--- src/rtl/sisc_pkg.sv ---
// Shared SISC definitions: default word sizes, opcodes and the fetch state encoding.
`ifndef SISC_OPCODE
`define SISC_OPCODE(w) w[31:28]
`endif

package sisc_pkg;

    localparam int unsigned DEF_WIDTH    = 32;
    localparam int unsigned DEF_ADDRSIZE = 12;
    localparam int unsigned DEF_DEPTH    = 4;

    localparam logic [3:0] OP_NOP = 4'b0000;
    localparam logic [3:0] OP_LDA = 4'b0001;
    localparam logic [3:0] OP_STA = 4'b0010;
    localparam logic [3:0] OP_ADD = 4'b0011;
    localparam logic [3:0] OP_SUB = 4'b0100;
    localparam logic [3:0] OP_JMP = 4'b0101;
    localparam logic [3:0] OP_JZ  = 4'b0110;
    localparam logic [3:0] OP_OR  = 4'b0111;
    localparam logic [3:0] OP_AND = 4'b1000;
    localparam logic [3:0] OP_HLT = 4'b1001;

    typedef enum logic [1:0] {
        FETCH = 2'd0,
        WAIT  = 2'd1,
        STOP  = 2'd2
    } fetch_state_t;

    function automatic logic is_hlt(input logic [DEF_WIDTH-1:0] w);
        return `SISC_OPCODE(w) == OP_HLT;
    endfunction

endpackage

--- src/rtl/sisc_fetch_unit_if.sv ---
// Fetch-stage bus: instruction-memory read port, instruction handoff and redirect.
interface sisc_fetch_unit_if #(
    parameter int unsigned WIDTH    = 32,
    parameter int unsigned ADDRSIZE = 12
);
    logic                imem_req;
    logic [ADDRSIZE-1:0] imem_addr;
    logic                imem_ack;
    logic [WIDTH-1:0]    imem_rdata;
    logic                ir_valid;
    logic [WIDTH-1:0]    ir_data;
    logic [ADDRSIZE-1:0] ir_pc;
    logic                ir_ready;
    logic                redirect;
    logic [ADDRSIZE-1:0] redirect_pc;
    logic                halted;

    modport master (
        output imem_req, imem_addr, ir_valid, ir_data, ir_pc, halted,
        input  imem_ack, imem_rdata, ir_ready, redirect, redirect_pc
    );

    modport slave (
        input  imem_req, imem_addr, ir_valid, ir_data, ir_pc, halted,
        output imem_ack, imem_rdata, ir_ready, redirect, redirect_pc
    );
endinterface

--- src/rtl/sisc_fetch_fifo.sv ---
// Prefetch FIFO holding {pc, instruction}; the head is kept in a register so it
// holds its last value when the FIFO drains.
module sisc_fetch_fifo #(
    parameter int unsigned DW    = 44,
    parameter int unsigned DEPTH = 4,
    localparam int unsigned AW   = $clog2(DEPTH),
    localparam int unsigned PW   = AW + 1
) (
    input  logic          clk,
    input  logic          reset_n,
    input  logic          push,
    input  logic          pop,
    input  logic          flush,
    input  logic [DW-1:0] wdata,
    output logic [DW-1:0] rdata,
    output logic          full,
    output logic          empty,
    output logic [PW-1:0] count
);

    logic [DW-1:0] mem [DEPTH];
    logic [PW-1:0] wr_ptr, rd_ptr, count_q;
    logic [PW-1:0] rd_nxt, count_popped, count_nxt;
    logic          do_push, do_pop;
    logic [DW-1:0] head_nxt;

    // Pop is applied before a flush; a flush discards any push in the same cycle.
    always_comb begin
        do_pop       = pop && !empty;
        do_push      = push && !flush;
        rd_nxt       = rd_ptr + PW'(do_pop);
        count_popped = count_q - PW'(do_pop);
        count_nxt    = flush ? '0 : count_popped + PW'(do_push);
        head_nxt     = rdata;
        if (count_nxt != '0)
            head_nxt = (count_popped == '0) ? wdata : mem[rd_nxt[AW-1:0]];
    end

    always_ff @(posedge clk or negedge reset_n) begin
        if (!reset_n) begin
            wr_ptr  <= '0;
            rd_ptr  <= '0;
            count_q <= '0;
            empty   <= 1'b1;
            full    <= 1'b0;
            rdata   <= '0;
        end else begin
            wr_ptr  <= wr_ptr + PW'(do_push);
            rd_ptr  <= flush ? wr_ptr : rd_nxt;
            count_q <= count_nxt;
            empty   <= (count_nxt == '0);
            full    <= (count_nxt == PW'(DEPTH));
            rdata   <= head_nxt;
        end
    end

    always_ff @(posedge clk) begin
        if (do_push)
            mem[wr_ptr[AW-1:0]] <= wdata;
    end

    assign count = count_q;

endmodule

--- src/rtl/sisc_fetch_unit.sv ---
// SISC instruction fetch: single-outstanding memory reads into a prefetch FIFO,
// with branch redirect/flush and stop-on-HLT.
module sisc_fetch_unit
    import sisc_pkg::*;
#(
    parameter int unsigned WIDTH    = DEF_WIDTH,
    parameter int unsigned ADDRSIZE = DEF_ADDRSIZE,
    parameter int unsigned DEPTH    = DEF_DEPTH
) (
    input logic               clk,
    input logic               reset_n,
    sisc_fetch_unit_if.master bus
);

    localparam int unsigned PW = $clog2(DEPTH) + 1;
    localparam int unsigned EW = ADDRSIZE + WIDTH;

    fetch_state_t        state, state_nxt;
    logic                req_q, req_nxt;
    logic [ADDRSIZE-1:0] addr_q, addr_nxt;
    logic [ADDRSIZE-1:0] fetch_pc, fetch_pc_nxt;
    logic                discard, discard_nxt;
    logic                halted_q, halted_nxt;

    logic                fifo_full, fifo_empty;
    logic [PW-1:0]       fifo_count;
    logic [EW-1:0]       head;
    logic                pop, push, hlt_ack, space;
    logic [PW-1:0]       occ_after, count_nxt;

    // Occupancy after this cycle's push/pop decides whether another read may issue.
    assign pop       = !fifo_empty && bus.ir_ready;
    assign push      = (state == WAIT) && bus.imem_ack && !discard && !bus.redirect && !fifo_full;
    assign hlt_ack   = push && is_hlt(bus.imem_rdata);
    assign occ_after = fifo_count + PW'(push) - PW'(pop);
    assign space     = occ_after < PW'(DEPTH);
    assign count_nxt = bus.redirect ? '0 : occ_after;

    always_ff @(posedge clk or negedge reset_n) begin
        if (!reset_n) begin
            state    <= FETCH;
            req_q    <= 1'b0;
            addr_q   <= '0;
            fetch_pc <= '0;
            discard  <= 1'b0;
            halted_q <= 1'b0;
        end else begin
            state    <= state_nxt;
            req_q    <= req_nxt;
            addr_q   <= addr_nxt;
            fetch_pc <= fetch_pc_nxt;
            discard  <= discard_nxt;
            halted_q <= halted_nxt;
        end
    end

    always_comb begin
        state_nxt = state;
        case (state)
            FETCH: if (bus.redirect || space) state_nxt = WAIT;
            WAIT: begin
                if (bus.imem_ack) begin
                    if (bus.redirect)  state_nxt = WAIT;
                    else if (discard)  state_nxt = FETCH;
                    else if (hlt_ack)  state_nxt = STOP;
                    else if (space)    state_nxt = WAIT;
                    else               state_nxt = FETCH;
                end
            end
            STOP: if (bus.redirect) state_nxt = WAIT;
            default: state_nxt = FETCH;
        endcase
    end

    // The address register only moves once the outstanding read has been acked.
    always_comb begin
        req_nxt      = (state_nxt == WAIT);
        fetch_pc_nxt = fetch_pc;
        if (bus.redirect)
            fetch_pc_nxt = bus.redirect_pc;
        else if (push)
            fetch_pc_nxt = addr_q + ADDRSIZE'(1);
        addr_nxt = ((state == WAIT) && !bus.imem_ack) ? addr_q : fetch_pc_nxt;
        discard_nxt = discard;
        if (state == WAIT) begin
            if (bus.imem_ack)
                discard_nxt = 1'b0;
            else if (bus.redirect)
                discard_nxt = 1'b1;
        end
        halted_nxt = (state_nxt == STOP) && (count_nxt == '0);
    end

    sisc_fetch_fifo #(
        .DW    (EW),
        .DEPTH (DEPTH)
    ) u_fifo (
        .clk     (clk),
        .reset_n (reset_n),
        .push    (push),
        .pop     (pop),
        .flush   (bus.redirect),
        .wdata   ({addr_q, bus.imem_rdata}),
        .rdata   (head),
        .full    (fifo_full),
        .empty   (fifo_empty),
        .count   (fifo_count)
    );

    assign bus.imem_req  = req_q;
    assign bus.imem_addr = addr_q;
    assign bus.ir_valid  = !fifo_empty;
    assign bus.ir_pc     = head[EW-1:WIDTH];
    assign bus.ir_data   = head[WIDTH-1:0];
    assign bus.halted    = halted_q;

endmodule

--- src/flat_wrapper.sv ---
// flat-port wrapper written by rule: the top's interface ports become plain ports
module sisc_fetch_unit_flat import sisc_pkg::*;
#(
    parameter int unsigned WIDTH    = DEF_WIDTH,
    parameter int unsigned ADDRSIZE = DEF_ADDRSIZE,
    parameter int unsigned DEPTH    = DEF_DEPTH
)
  (clk, reset_n, bus_imem_req, bus_imem_addr, bus_ir_valid, bus_ir_data, bus_ir_pc, bus_halted, bus_imem_ack, bus_imem_rdata, bus_ir_ready, bus_redirect, bus_redirect_pc);
  sisc_fetch_unit_if #(.WIDTH(WIDTH), .ADDRSIZE(ADDRSIZE)) bus_i ();
  input logic clk;
  input logic reset_n;
  output wire logic [$bits(bus_i.imem_req)-1:0] bus_imem_req;
  output wire logic [$bits(bus_i.imem_addr)-1:0] bus_imem_addr;
  output wire logic [$bits(bus_i.ir_valid)-1:0] bus_ir_valid;
  output wire logic [$bits(bus_i.ir_data)-1:0] bus_ir_data;
  output wire logic [$bits(bus_i.ir_pc)-1:0] bus_ir_pc;
  output wire logic [$bits(bus_i.halted)-1:0] bus_halted;
  input wire logic [$bits(bus_i.imem_ack)-1:0] bus_imem_ack;
  input wire logic [$bits(bus_i.imem_rdata)-1:0] bus_imem_rdata;
  input wire logic [$bits(bus_i.ir_ready)-1:0] bus_ir_ready;
  input wire logic [$bits(bus_i.redirect)-1:0] bus_redirect;
  input wire logic [$bits(bus_i.redirect_pc)-1:0] bus_redirect_pc;
  assign bus_imem_req = bus_i.imem_req;
  assign bus_imem_addr = bus_i.imem_addr;
  assign bus_ir_valid = bus_i.ir_valid;
  assign bus_ir_data = bus_i.ir_data;
  assign bus_ir_pc = bus_i.ir_pc;
  assign bus_halted = bus_i.halted;
  assign bus_i.imem_ack = bus_imem_ack;
  assign bus_i.imem_rdata = bus_imem_rdata;
  assign bus_i.ir_ready = bus_ir_ready;
  assign bus_i.redirect = bus_redirect;
  assign bus_i.redirect_pc = bus_redirect_pc;
  sisc_fetch_unit #(.WIDTH(WIDTH), .ADDRSIZE(ADDRSIZE), .DEPTH(DEPTH)) u_core (.clk(clk), .reset_n(reset_n), .bus(bus_i));
endmodule
--- config.mk ---
export PLATFORM = sky130hd
export DESIGN_NAME = sisc_fetch_unit_flat
export DESIGN_NICKNAME = d
export VERILOG_FILES = /design/src/rtl/sisc_pkg.sv /design/src/rtl/sisc_fetch_unit_if.sv /design/src/rtl/sisc_fetch_fifo.sv /design/src/rtl/sisc_fetch_unit.sv /design/src/flat_wrapper.sv
export SDC_FILE = /design/constraint.sdc
export NUM_CORES = 1
export LEC_CHECK = 0
export CAP_MARGIN = 20
export CORE_ASPECT_RATIO = 0.6
export CORE_UTILIZATION = 60
export CTS_CLUSTER_DIAMETER = 120
export CTS_CLUSTER_SIZE = 16
export DETAILED_ROUTE_END_ITERATION = 6
export GPL_ROUTABILITY_DRIVEN = 0
export PLACE_DENSITY = 0.83
export SYNTH_ARGS = -nofsm -noshare
export SYNTH_HDL_FRONTEND = slang
export SYNTH_SLANG_ARGS = --single-unit
--- constraint.sdc ---
create_clock -name clk -period 9.8 [get_ports clk]
set_input_delay 1.96 -clock clk [delete_from_list [all_inputs] [get_ports clk]]
set_output_delay 1.96 -clock clk [all_outputs]
set_load 0.05 [all_outputs]
==> reports/metrics.cfg <==
[outcome]
run_status=complete, no violations

[flow_run]
maxCapViolCount=0

[yosys]
syn_inst=678
synth-edff-count=176
seq_area_frac_synth_pct=70.90
synth.most_common_cell=edfxtp_1
synth-seq-cells=258
synth.distinct_cells=52
syn-num-nets=737
async_reset_ff_share_pct=31.78
synthesis.area_sq_um=10350
synth_top_area_cell=edfxtp_1
synth_common_cells=edfxtp_1, a21oi_1, dfrtp_1
ys_warn_count=0
synth_flop_cell=edfxtp_1
synth_top_cell_area_share_pct=51.06
syn_avg_cell_area_sq_um=15.27
netlist_top_cells_area=edfxtp_1, dfrtp_1, mux4_2

[timing]
fin_crit_ns=5.411
fin_setup_tns_ns=0
clock_skew_ns=0.02175
fmax_ghz=0.1848
relSlewSlack_pct=27.99
worst_slew_pin_slew_ns=1.077
rsz0062_at_grt=false
finalCritPeriodShare_pct=55.21
setup_violations=0
fin_ws_ns=4.389
slew_viol_final=0
hold_violations=0

[detailed_routing]
vias_per_cell=6.258
antenna_left=0
first_pass_iters=5
routedWlPerCell_um=22.53
drt_wl_total_um=23050
route.detailed.drc=0
drt_iter0_markers=705
num_vias=6402

[finish]
diodes=0
nFillCells=946
layout.nets=840
syn2layout_area_growth_pct=18.71
drive_gt1_share_pct=12.45
fin_cells=1023
post-route-util_pct=74.33

[power]
power.density_nw_per_um2=365.8
ir_drop_uv=217.7
p_leak_nw=4.388
p_total_mw=4.495

[cts]
clockBufferDepth=3
cts_sinks=258
clkLatencyLatePin_ns=0.50
cts-root-buf=clkbuf_16
clkTransAtPathRegs_ns=0.07
htree_levels=1
cts_resized=0
cts-hold-fix-buffers=0
cts_buffers=20
cts_tree=built
postCtsSetupBuffers=0

[critical_path]
critPathKind=in2reg
ff2ff_path_depth=12
startpoint=bus_redirect
required_ns=10.17
worstReg2RegEnd=u_core.u_fifo.rdata[7]
cp-endpoint=u_core.u_fifo.rdata[7]
reg2reg_from=u_core.u_fifo.empty
startpoint_type=input pin
endpoint_kind=flop
cp_max_fo=45
rrSetupSlack_ns=6.18
cp.arrival_ns=5.78

[placed_design]
place_ws_ns=4.032
hpwl_um=13230
placedCellCount=986
portBuffers=107

[grt]
grt_pass1_vias=6547
antenna_found_initial=0
grt.total_usage_pct=26.80
grt_max_degree=83
grt.overflow.total=0
grt_pass1_wl_um=35680

[floorplanning]
placementRows=36
ios=108
die_area_sq_um=17800
core_sq_um=16530
die_x_um=171.6
initial_utilization_pct=62.61
die_h_um=103.7

[hold_path]
hold_class=reg2reg

## sequential cells by signal, summed over array words and instances, names as in the netlist, 2 cells and up
signal / count
u_core.u_fifo.wr_ptr: 2
u_core.u_fifo.mem: 176
u_core.u_fifo.count: 3
u_core.bus.imem_addr: 12
u_core.u_fifo.rd_ptr: 2
u_core.fetch_pc: 12
u_core.state: 2
u_core.u_fifo.rdata: 44
## cell families after synthesis
logic type	after synthesis	share of synthesized area (%)
buffers and inverters	51	2.261
AND/OR/NAND/NOR	163	7.012
XOR/XNOR	13	1.100
adder cells (fa/ha/maj)	10	1.281
AO/OA/AOI/OAI	129	6.830
flip-flops	258	70.90
multiplexers	54	10.61
## how the worst min path moves through the flow
stage / startpoint / endpoint / cells past startpoint
after floorplan: u_core.fetch_pc[7] / u_core.fetch_pc[7] / 2
after global placement: u_core.fetch_pc[7] / u_core.fetch_pc[7] / 2
after detailed placement: u_core.fetch_pc[8] / u_core.fetch_pc[8] / 2
after CTS: u_core.fetch_pc[8] / u_core.fetch_pc[8] / 2
after global routing: u_core.u_fifo.rdata[26] / u_core.u_fifo.rdata[26] / 2
final: u_core.u_fifo.rdata[26] / u_core.u_fifo.rdata[26] / 2
## worst max-delay path, cell delays in order
cell and delay [ns]:
clkdlybuf4s50_1 0.97, nor4b_1 0.51, buf_4 0.25, ha_1 0.18, ha_1 0.18, nor2b_1 0.14
mux2i_1 0.19, o21ai_4 0.09, buf_4 0.53, inv_4 0.38, a21oi_1 0.26, a21oi_1 0.12
## where the power goes
group	switching (mW)	internal [mW]
logic	1.35	0.768
registers	0.190	1.43
clock network	0.360	0.405
total	1.90	2.60
## metrics by stage
stage	cell area [sq um]	hold slack, ns
after global placement	11640	0.4951
final	12290	0.5330
after floorplan	10350	0.4674
after global routing	12290	0.5555
after detailed placement	11670	0.5173
after CTS	12270	0.5343
## per-layer routing
layer  GRT usage, %  part of all wire (%)  vias to the layer above
met2          41.27                    48                      380
met5              0                     0                        -
met4          7.844                   2.2                        0
li1               -                     -                     2738
met1          38.70                    40                     3250
met3          6.152                   9.6                       34
## cells in the final DEF (no fill, tap or decap), types with 3 or more instances in the layout
cell / count
o21ai_0: 10
o211ai_1: 3
ha_1: 8
nor2b_1: 6
mux2_2: 6
clkdlybuf4s50_1: 106
xor2_1: 3
nor2_1: 62
inv_1: 14
a31oi_1: 6
nor3_1: 4
buf_4: 9
a21oi_1: 95
xnor2_1: 9
dfrtp_1: 81
mux2i_1: 4
nand3_1: 4
edfxtp_1: 176
nand2_1: 63
clkbuf_16: 21
clkbuf_1: 14
mux4_2: 44
## cell type report
type,instances,area [sq um],share of cell area (%)
flip-flops and latches,258,7338,59.72
multi-input cells,369,2841,23.13
repair buffers,117,1169,9.511
clock buffers,35,578.1,4.705
well taps,228,285.3,2.322
inverters,15,58.81,0.4786
clock inverters,1,16.27,0.1324
Note: power is estimated with default switching activity, not from simulation.
==> patch (config.mk and constraints unchanged) <==
`DEF_ADDRSIZE`: 12 -> 18.
--- a/src/rtl/sisc_pkg.sv
+++ b/src/rtl/sisc_pkg.sv
@@ -6,7 +6,7 @@
 package sisc_pkg;
 
     localparam int unsigned DEF_WIDTH    = 32;
-    localparam int unsigned DEF_ADDRSIZE = 12;
+    localparam int unsigned DEF_ADDRSIZE = 18;
     localparam int unsigned DEF_DEPTH    = 4;
 
     localparam logic [3:0] OP_NOP = 4'b0000;
Ports: changed (resized bus_imem_addr, bus_ir_pc and bus_redirect_pc); port bits go from 108 to 126. No check against the original RTL was run, so the function may have changed too.
==> patch against the unedited design <==
- non-clock buffer count grew 19
- largest power group unchanged
- maximum frequency increased by 12%
- sequential cell count up 42
- critical endpoint is now u_core.state[0]
- routed wire length is 8.8% higher
- synthesized cell count is 12% higher
- sequential share of layout area decreased by 1.0 points
- utilization down 1.7 points
- setup slack better by 0.60 ns
- cell area rose by 18%
- synthesized area up 18%
- power up 8.6%
==> patch: results (changes against the unedited design) <==
[synth]
synth.mux.area_fraction_pct=14.41  ; was 10.61%
synthAdderAreaFrac_pct=1.085  ; was 1.281%
synth.top_cells.by_area=sky130_fd_sc_hd__edfxtp_1 49%, sky130_fd_sc_hd__dfrtp_1 20%, sky130_fd_sc_hd__mux4_2 9.2%  ; was sky130_fd_sc_hd__edfxtp_1 51%, sky130_fd_sc_hd__dfrtp_1 20%, sky130_fd_sc_hd__mux4_2 9.6%
ys_types=60  ; was 52
yosys.area_share.xor_xnor_pct=1.146  ; was 1.100%

[worst_setup_path]
worst_ep_arrival_time_ns=5.20  ; was 5.78 ns
crit_path_max_fanout=41  ; was 45
worstReg2RegStart=u_core.state[1]  ; was u_core.u_fifo.empty
r2r_setup_slack_ns=6.63  ; was 6.18 ns

[route]
vias_per_cell=6.027  ; was 6.258
drt_iter0_markers=653  ; was 705

[global_routing]
grt_pass1_wl_um=38990  ; was 35680 um
grt_pass1_vias=7090  ; was 6547
grt_max_degree=102  ; was 83

[worst_hold_path]
timing.hold.worst.start=u_core.u_fifo.rdata[8]  ; was u_core.u_fifo.rdata[26]

[final_layout]
post_layout_net_count=940  ; was 840
post_route_cells_drive_above_1_share_pct=13.24  ; was 12.45%
largest_reg_flops=200  ; was 176

[timing]
tightestPinTransition_ns=0.8983  ; was 1.077 ns

[clock_network]
tritoncts.num_buffers=22  ; was 20
clock_latency_ns=0.52  ; was 0.50 ns

[run_status]
run_status=complete, no violations  ; unchanged

[placed_design]
numPortBuffers=125  ; was 107
detailedPlacementHpwl_um=14800  ; was 13230 um

[floorplan]
die_area_mm2=0.02097  ; was 0.01780 mm2

==> patch: cell count changes in the layout (fill, tap and decap cells not counted), moves of 4 or more <==
cell and delta:
sky130_fd_sc_hd__o21ai_0 +59, sky130_fd_sc_hd__nand3_1 +4, sky130_fd_sc_hd__mux2i_1 +46, sky130_fd_sc_hd__nand4_1 +4, sky130_fd_sc_hd__edfxtp_1 +24, sky130_fd_sc_hd__clkdlybuf4s50_1 +18
sky130_fd_sc_hd__mux4_2 +6, sky130_fd_sc_hd__mux2_2 +6, sky130_fd_sc_hd__dfrtp_1 +18, sky130_fd_sc_hd__nand2_1 +8, sky130_fd_sc_hd__nor2_1 -41, sky130_fd_sc_hd__a21oi_1 -80
==> patch: area by class of cell <==
type / count / share of cell area (%)
multi-input cells: 400 / 24.30
diodes: 1 / 0.01727
repair buffers: 136 / 9.599
inverters: 15 / 0.4230
flip-flops and latches: 300 / 58.71
clock buffers: 39 / 4.385
well taps: 273 / 2.357
clock inverters: 1 / 0.2072
==> patch: final timing paths <==
check / depth (start not counted) / end
max in group asynchronous: 3 / u_core.u_fifo.rdata[20]
min reg2reg: 2 / u_core.u_fifo.rdata[8]
min in group asynchronous: 1 / u_core.u_fifo.rdata[3]
max: 14 / u_core.state[0]
min: 2 / u_core.u_fifo.rdata[8]
max reg2reg: 12 / u_core.state[0]
==> patch: through the flow <==
| stage | setup WS, ns | cell area [um2] | instances |
|---|---|---|---|
| after global routing | 4.782 | 14490 | 1164 |
| after global placement | 4.691 | 13740 | 1121 |
| after CTS | 5.035 | 14410 | 1161 |
| final | 4.986 | 14490 | 1165 |
| after floorplan | 2.747 | 12230 | 757 |
| after detailed placement | 4.477 | 13740 | 1121 |
==> patch: tightest hold or removal path: cells and delay by family, from the launching register on <==
family / cells / cell delay [ns]
AOI/OAI and AO/OA: 1 / 0.06
DFF: 1 / 0.34
and+or+nand+nor: 1 / 0.05
==> patch: cell families (layout without fill, tap and decap cells) <==
kind of cell / Yosys count / after routing
other cells: 0 / 1
fa+ha+maj: 10 / 10
xor+xnor: 16 / 16
flops: 300 / 300
simple gates: 146 / 146
buf+inv: 57 / 191
mux: 112 / 112
compound gates: 116 / 116
==> patch: power by group <==
part | internal (mW) | switching (mW) | leakage (nW)
logic | 0.882 | 1.27 | 1.93
clock network | 0.466 | 0.412 | 0.316
registers | 1.64 | 0.211 | 3.03
==> patch: per-layer routing <==
metal	global-route usage (%)	wire length (um)	vias to the layer above
met5	0	17	-
met4	4.973	332	2
met3	4.964	1816	36
met2	37.99	11750	288
met1	36.94	11150	3583
li1	-	-	3113
